**src/rtl/pr_query_arbiter.sv**
```systemverilog
// pr_query_arbiter
//   Round-robin arbiter for a shared query/reply network between NANT ant
//   nodes. A granted ant's page index is broadcast as a query. After LAT
//   cycles the owner ant's reply (selected by the top two page bits) is
//   captured. The {value, page} response then goes back to the requester.
//   Only one transaction is in flight at a time.
//
// Ports
//   clk          clock, rising edge
//   reset        asynchronous, active-high
//   req_valid    [NANT]          per-ant request pending
//   req_page     [NANT*PAGEW]    requested page, ant i at [i*PAGEW +: PAGEW]
//   req_ack      [NANT]          one-hot grant pulse (IDLE cycle of the grant)
//   query        [PAGEW]         page broadcast to all ants (holds when idle)
//   query_valid                  query live (QUERY/CAPTURE)
//   reply_in     [NANT*WIDTH]    reply value per ant, ant i at [i*WIDTH +: WIDTH]
//   response     [WIDTH+PAGEW]   {value, page} to the requester (holds)
//   resp_valid   [NANT]          one-hot response pulse
//   sweep_done                   pulse with the SWEEP-th response
//   busy                         state is not IDLE
module pr_query_arbiter #(
    parameter int NANT  = 4,
    parameter int WIDTH = 16,
    parameter int PAGEW = 6,
    parameter int SWEEP = 64,
    parameter int LAT   = 1
) (
    input  logic                     clk,
    input  logic                     reset,
    input  logic [NANT-1:0]          req_valid,
    input  logic [NANT*PAGEW-1:0]    req_page,
    output logic [NANT-1:0]          req_ack,
    output logic [PAGEW-1:0]         query,
    output logic                     query_valid,
    input  logic [NANT*WIDTH-1:0]    reply_in,
    output logic [WIDTH+PAGEW-1:0]   response,
    output logic [NANT-1:0]          resp_valid,
    output logic                     sweep_done,
    output logic                     busy
);

    localparam int IDW  = (NANT > 1) ? $clog2(NANT) : 1;
    localparam int CNTW = $clog2(SWEEP + 1);

    localparam logic [1:0] S_IDLE    = 2'd0;
    localparam logic [1:0] S_QUERY   = 2'd1;
    localparam logic [1:0] S_CAPTURE = 2'd2;
    localparam logic [1:0] S_RESP    = 2'd3;

    logic [1:0]       state;
    logic [IDW-1:0]   rr_ptr;
    logic [IDW-1:0]   grant_id;
    logic [IDW-1:0]   gnt_idx;
    logic             gnt_found;
    logic [PAGEW-1:0] page_q;
    logic [WIDTH-1:0] value_q;
    logic [2:0]       lat_cnt;
    logic [CNTW-1:0]  tx_cnt;
    logic [1:0]       owner;
    int unsigned      idx;

    assign owner = page_q[PAGEW-1 -: 2];
    assign busy  = (state != S_IDLE);

    // Round-robin search: first requester at or after rr_ptr, wrapping.
    always_comb begin
        gnt_found = 1'b0;
        gnt_idx   = '0;
        idx       = 0;
        for (int unsigned i = 0; i < NANT; i++) begin
            idx = 32'(rr_ptr) + i;
            if (idx >= NANT) idx = idx - NANT;
            if (!gnt_found && req_valid[idx]) begin
                gnt_found = 1'b1;
                gnt_idx   = IDW'(idx);
            end
        end
    end

    // The grant pulse is visible in the IDLE cycle that makes the decision.
    // It is gated by reset so nothing is acknowledged while held in reset.
    always_comb begin
        req_ack = '0;
        if (!reset && state == S_IDLE && gnt_found)
            req_ack[gnt_idx] = 1'b1;
    end

    always_ff @(posedge clk or posedge reset) begin
        if (reset) begin
            state       <= S_IDLE;
            rr_ptr      <= '0;
            grant_id    <= '0;
            page_q      <= '0;
            value_q     <= '0;
            lat_cnt     <= '0;
            tx_cnt      <= '0;
            query       <= '0;
            query_valid <= 1'b0;
            response    <= '0;
            resp_valid  <= '0;
            sweep_done  <= 1'b0;
        end else begin
            resp_valid <= '0;
            sweep_done <= 1'b0;
            case (state)
                S_IDLE: begin
                    if (gnt_found) begin
                        grant_id    <= gnt_idx;
                        page_q      <= req_page[32'(gnt_idx)*PAGEW +: PAGEW];
                        query       <= req_page[32'(gnt_idx)*PAGEW +: PAGEW];
                        query_valid <= 1'b1;
                        lat_cnt     <= 3'd1;
                        rr_ptr      <= (gnt_idx == IDW'(NANT - 1)) ? '0 : gnt_idx + 1'b1;
                        state       <= S_QUERY;
                    end
                end
                S_QUERY: begin
                    if (lat_cnt == 3'(LAT)) state <= S_CAPTURE;
                    else                    lat_cnt <= lat_cnt + 3'd1;
                end
                S_CAPTURE: begin
                    value_q     <= reply_in[32'(owner)*WIDTH +: WIDTH];
                    query_valid <= 1'b0;
                    state       <= S_RESP;
                end
                S_RESP: begin
                    // Registered outputs: the response and sweep pulse appear
                    // together one cycle after RESP, i.e. LAT+3 after grant.
                    response             <= {value_q, page_q};
                    resp_valid[grant_id] <= 1'b1;
                    if (tx_cnt == CNTW'(SWEEP - 1)) begin
                        tx_cnt     <= '0;
                        sweep_done <= 1'b1;
                    end else begin
                        tx_cnt <= tx_cnt + 1'b1;
                    end
                    state <= S_IDLE;
                end
                default: state <= S_IDLE;
            endcase
        end
    end

endmodule

```
**config.mk**
```make
export PLATFORM = sky130hd
export DESIGN_NAME = pr_query_arbiter
export DESIGN_NICKNAME = d
export VERILOG_FILES = /design/src/rtl/pr_query_arbiter.sv
export SDC_FILE = /design/constraint.sdc
export NUM_CORES = 1
export LEC_CHECK = 0
export BUFFER_PORTS_ARGS = -buffer_cell sky130_fd_sc_hd__buf_2
export CAP_MARGIN = 30
export CORE_MARGIN = 2
export CORE_UTILIZATION = 43
export CTS_CLUSTER_DIAMETER = 100
export DETAILED_ROUTE_END_ITERATION = 6
export PLACE_DENSITY = 0.72
export SYNTH_ARGS = -nofsm -noshare
export SYNTH_HDL_FRONTEND = slang
export SYNTH_SLANG_ARGS = --single-unit
```
**constraint.sdc**
```tcl
create_clock -name clk -period 8.7 [get_ports clk]
set_input_delay 1.74 -clock clk [delete_from_list [all_inputs] [get_ports clk]]
set_output_delay 1.74 -clock clk [all_outputs]
set_load 0.005 [all_outputs]
```
==> impl_metrics.tcl <==
set metrics [dict create \
    reg2reg_setup_slack_ns 6.54 \
    placed_cell_area_mm2 0.00409 \
    synth_compound_area_share_pct 6.84 \
    antenna_found_initial 0 \
    criticalPathCategory "primary input to primary output" \
    synth_fa_ha_area_share_pct 4.46 \
    layout_min_cycle_time_ns 5.24 \
    crit_path_start "req_valid[2]" \
    crit_path_start_kind "primary input" \
    post_cts_buffers 0 \
    fin_setup_tns_ns 0 \
    final_nets 496 \
    wl_um 7350 \
    grt_pass1_wl_um 11800 \
    synth_nets 362 \
    synthesis.area_mm2 0.00336 \
    status "completed" \
    drc 0 \
    worst_ep_required_time_ns 6.96 \
    leakage_uw 0.00213 \
    relSlewSlack_pct 36.8 \
    tightest_slew_ns 0.948 \
    synth_top_family_by_area "multiplexers" \
    hold_class "flip-flop to flip-flop" \
    die_h_um 92.5 \
    drtAntennaViolNets 0 \
    yosysTopAreaCell "dfrtp_1" \
    io_buffers 132 \
    clk-insertion-delay-late_ns 0.34 \
    min_period_over_period_pct 60.2 \
    yosys_warnings 0 \
    vias_per_cell 5.05 \
    peakVddDrop_mv 0.143 \
    power.switching_uw 499 \
    rsz0062_at_grt "false" \
    clkPwrFrac_pct 19.6 \
    areaGrowthSynthToFinish_pct 28.3 \
    netlist_instances 256 \
    hold_start "response[5]" \
    ctsResizeCount 0 \
    power.total_uw 1450 \
    p_comb_share_pct 42.5 \
    cts_buffers 9 \
    clk_pin_slew_ns 0.07 \
    p_per_area_mw_per_mm2 337 \
    finalHoldViolations 0 \
    synth_simple_gate_area_share_pct 8.00 \
    setup_viol_count_final 0 \
    wl_per_cell_um 14.8 \
    start_util_pct 44.0 \
    synthTopCellsByArea "dfrtp_1, mux2_2, mux4_2, ha_1, mux2i_1" \
    drv_slew 0 \
    grt_pass1_vias 2486 \
    drt_iter0_drc 88 \
    syn_area_per_cell_um2 13.1 \
    final_layout_size_suffix_gt1_share_pct 53.2 \
    final_util_pct 56.5 \
    synth_top_cell_area_share_pct 49.1 \
    final_area_mm2 0.00432 \
    ys_ff_latch 66 \
    cts_root_buffer "clkbuf_8" \
    seq_power_share_pct 37.9 \
    hpwlAfterDp_um 5480 \
    htreeDepth 3 \
    ios 133 \
    max_freq_mhz 191 \
    cts_max_path_buffers 2 \
    grt_overflow 0 \
    cts_sinks 66 \
    diodes 0 \
    crit_fanout 15 \
    synth_xor_area_share_pct 0.781 \
    fp.coreArea_mm2 0.00765 \
    fp-row-count 32 \
    cp.arrival_ns 3.50 \
    yosysUniqueCellTypes 40 \
    die_x_um 92.5 \
    synth.area.mux_share_pct 27.0 \
    power.internal_uw 955 \
    drt_first_pass_iters 4 \
    hold_buffers 0 \
    p_sw_share_pct 34.3 \
    cts_tree "done" \
    num_vias 2512 \
    r2r-start "rr_ptr[0]" \
    gp_congestion 0.752 \
    ys_seq_area_share_pct 49.1 \
    hold_slack_ns 0.504 \
    grt_max_degree 67 \
    endpoint_kind "primary output" \
    worst_clock_skew_ns 0.0120 \
    drv_cap 0 \
    die_area_mm2 0.00855 \
    track_usage_pct 17.9 \
]
## layer usage
| layer | track usage [%] | share of wire [%] |
|---|---|---|
| met5 | 0 | 0 |
| met4 | 7.46 | 1.2 |
| met3 | 4.39 | 7.0 |
| met2 | 28.5 | 47 |
| met1 | 23.5 | 44 |
## registers in the layout, indices dropped and copies added (netlist names)
register,flops
grant_id,2
sweep_done,1
query_valid,1
response,22
value_q,16
page_q,6
state,2
lat_cnt,3
tx_cnt,7
resp_valid,4
rr_ptr,2
## cell usage after synthesis, drive strengths merged
library cell,n
a21boi,1
a21oi,4
a22o,3
and2,1
and3,5
and3b,1
buf,6
clkbuf,6
dfrtp,66
ha,12
inv,12
mux2,38
mux2i,12
mux4,16
nand2,22
nand2b,1
nand3,2
nand3b,1
nand4,3
nor2,6
nor2b,4
nor3,1
nor3b,3
nor4,1
o21a,1
o21ai,13
o221ai,7
o22ai,2
o31ai,1
o32ai,1
or3,1
xnor2,2
xor2,1
## cell type report
cell class	count	area, um^2
Fill cell	661	3330
Sequential cell	66	1650
Multi-Input combinational cell	166	1580
Timing Repair Buffer	135	683
Tap cell	102	128
Clock buffer	9	124
Clock inverter	7	103
Inverter	12	45.0
## power by group through the flow
| stage | clock network, uW | logic [uW] | registers, uW |
|---|---|---|---|
| 2_1_floorplan | 0 | 468 | 529 |
| 3_3_place_gp | 0 | 608 | 550 |
| 3_5_place_dp | 0 | 628 | 557 |
| 4_1_cts | 293 | 630 | 552 |
| 5_1_grt | 307 | 688 | 572 |
| 6_report | 286 | 618 | 551 |
## logic make-up after synthesis
logic type                 after synthesis
buffers and inverters                   24
and+or+nand+nor                         52
adders and majority gates               12
DFF                                     66
muxes                                   66
AOI/OAI and AO/OA                       33
xor gates and xnor gates                 3
## cells in the final DEF (no fill, tap or decap), types with 4 or more instances in the layout
master	count
o221ai_1	6
buf_2	132
mux4_2	16
inv_1	11
mux2i_1	12
clkbuf_8	9
ha_1	12
mux2_2	38
nor2_1	6
nand2_1	22
and3_1	5
o21ai_0	12
dfrtp_1	66
a21oi_1	4
## through the flow
| stage | setup slack [ns] | std cells |
|---|---|---|
| final | 3.46 | 497 |
| after global routing | 3.35 | 497 |
| after CTS | 3.45 | 497 |
| after detailed placement | 3.45 | 481 |
| after global placement | 3.54 | 481 |
| after floorplan | 3.46 | 256 |
## worst max-delay path, cell delays in order
cell      delay [ns]
buf_2           0.10
nor2b_4         0.15
a21oi_1         0.07
o221ai_2        0.75
inv_1           0.17
ha_1            0.24
and3_1          0.16
buf_2           0.12
## worst paths after layout
path                                    end  cells past startpoint
worst min-delay path            response[5]                      1
worst max register to register    rr_ptr[1]                      7
min in group asynchronous       response[0]                      3
worst max-delay path             req_ack[3]                      8
max in group asynchronous          state[0]                      3
worst min register to register  response[5]                      1
Power figures use the tool's default switching activity.
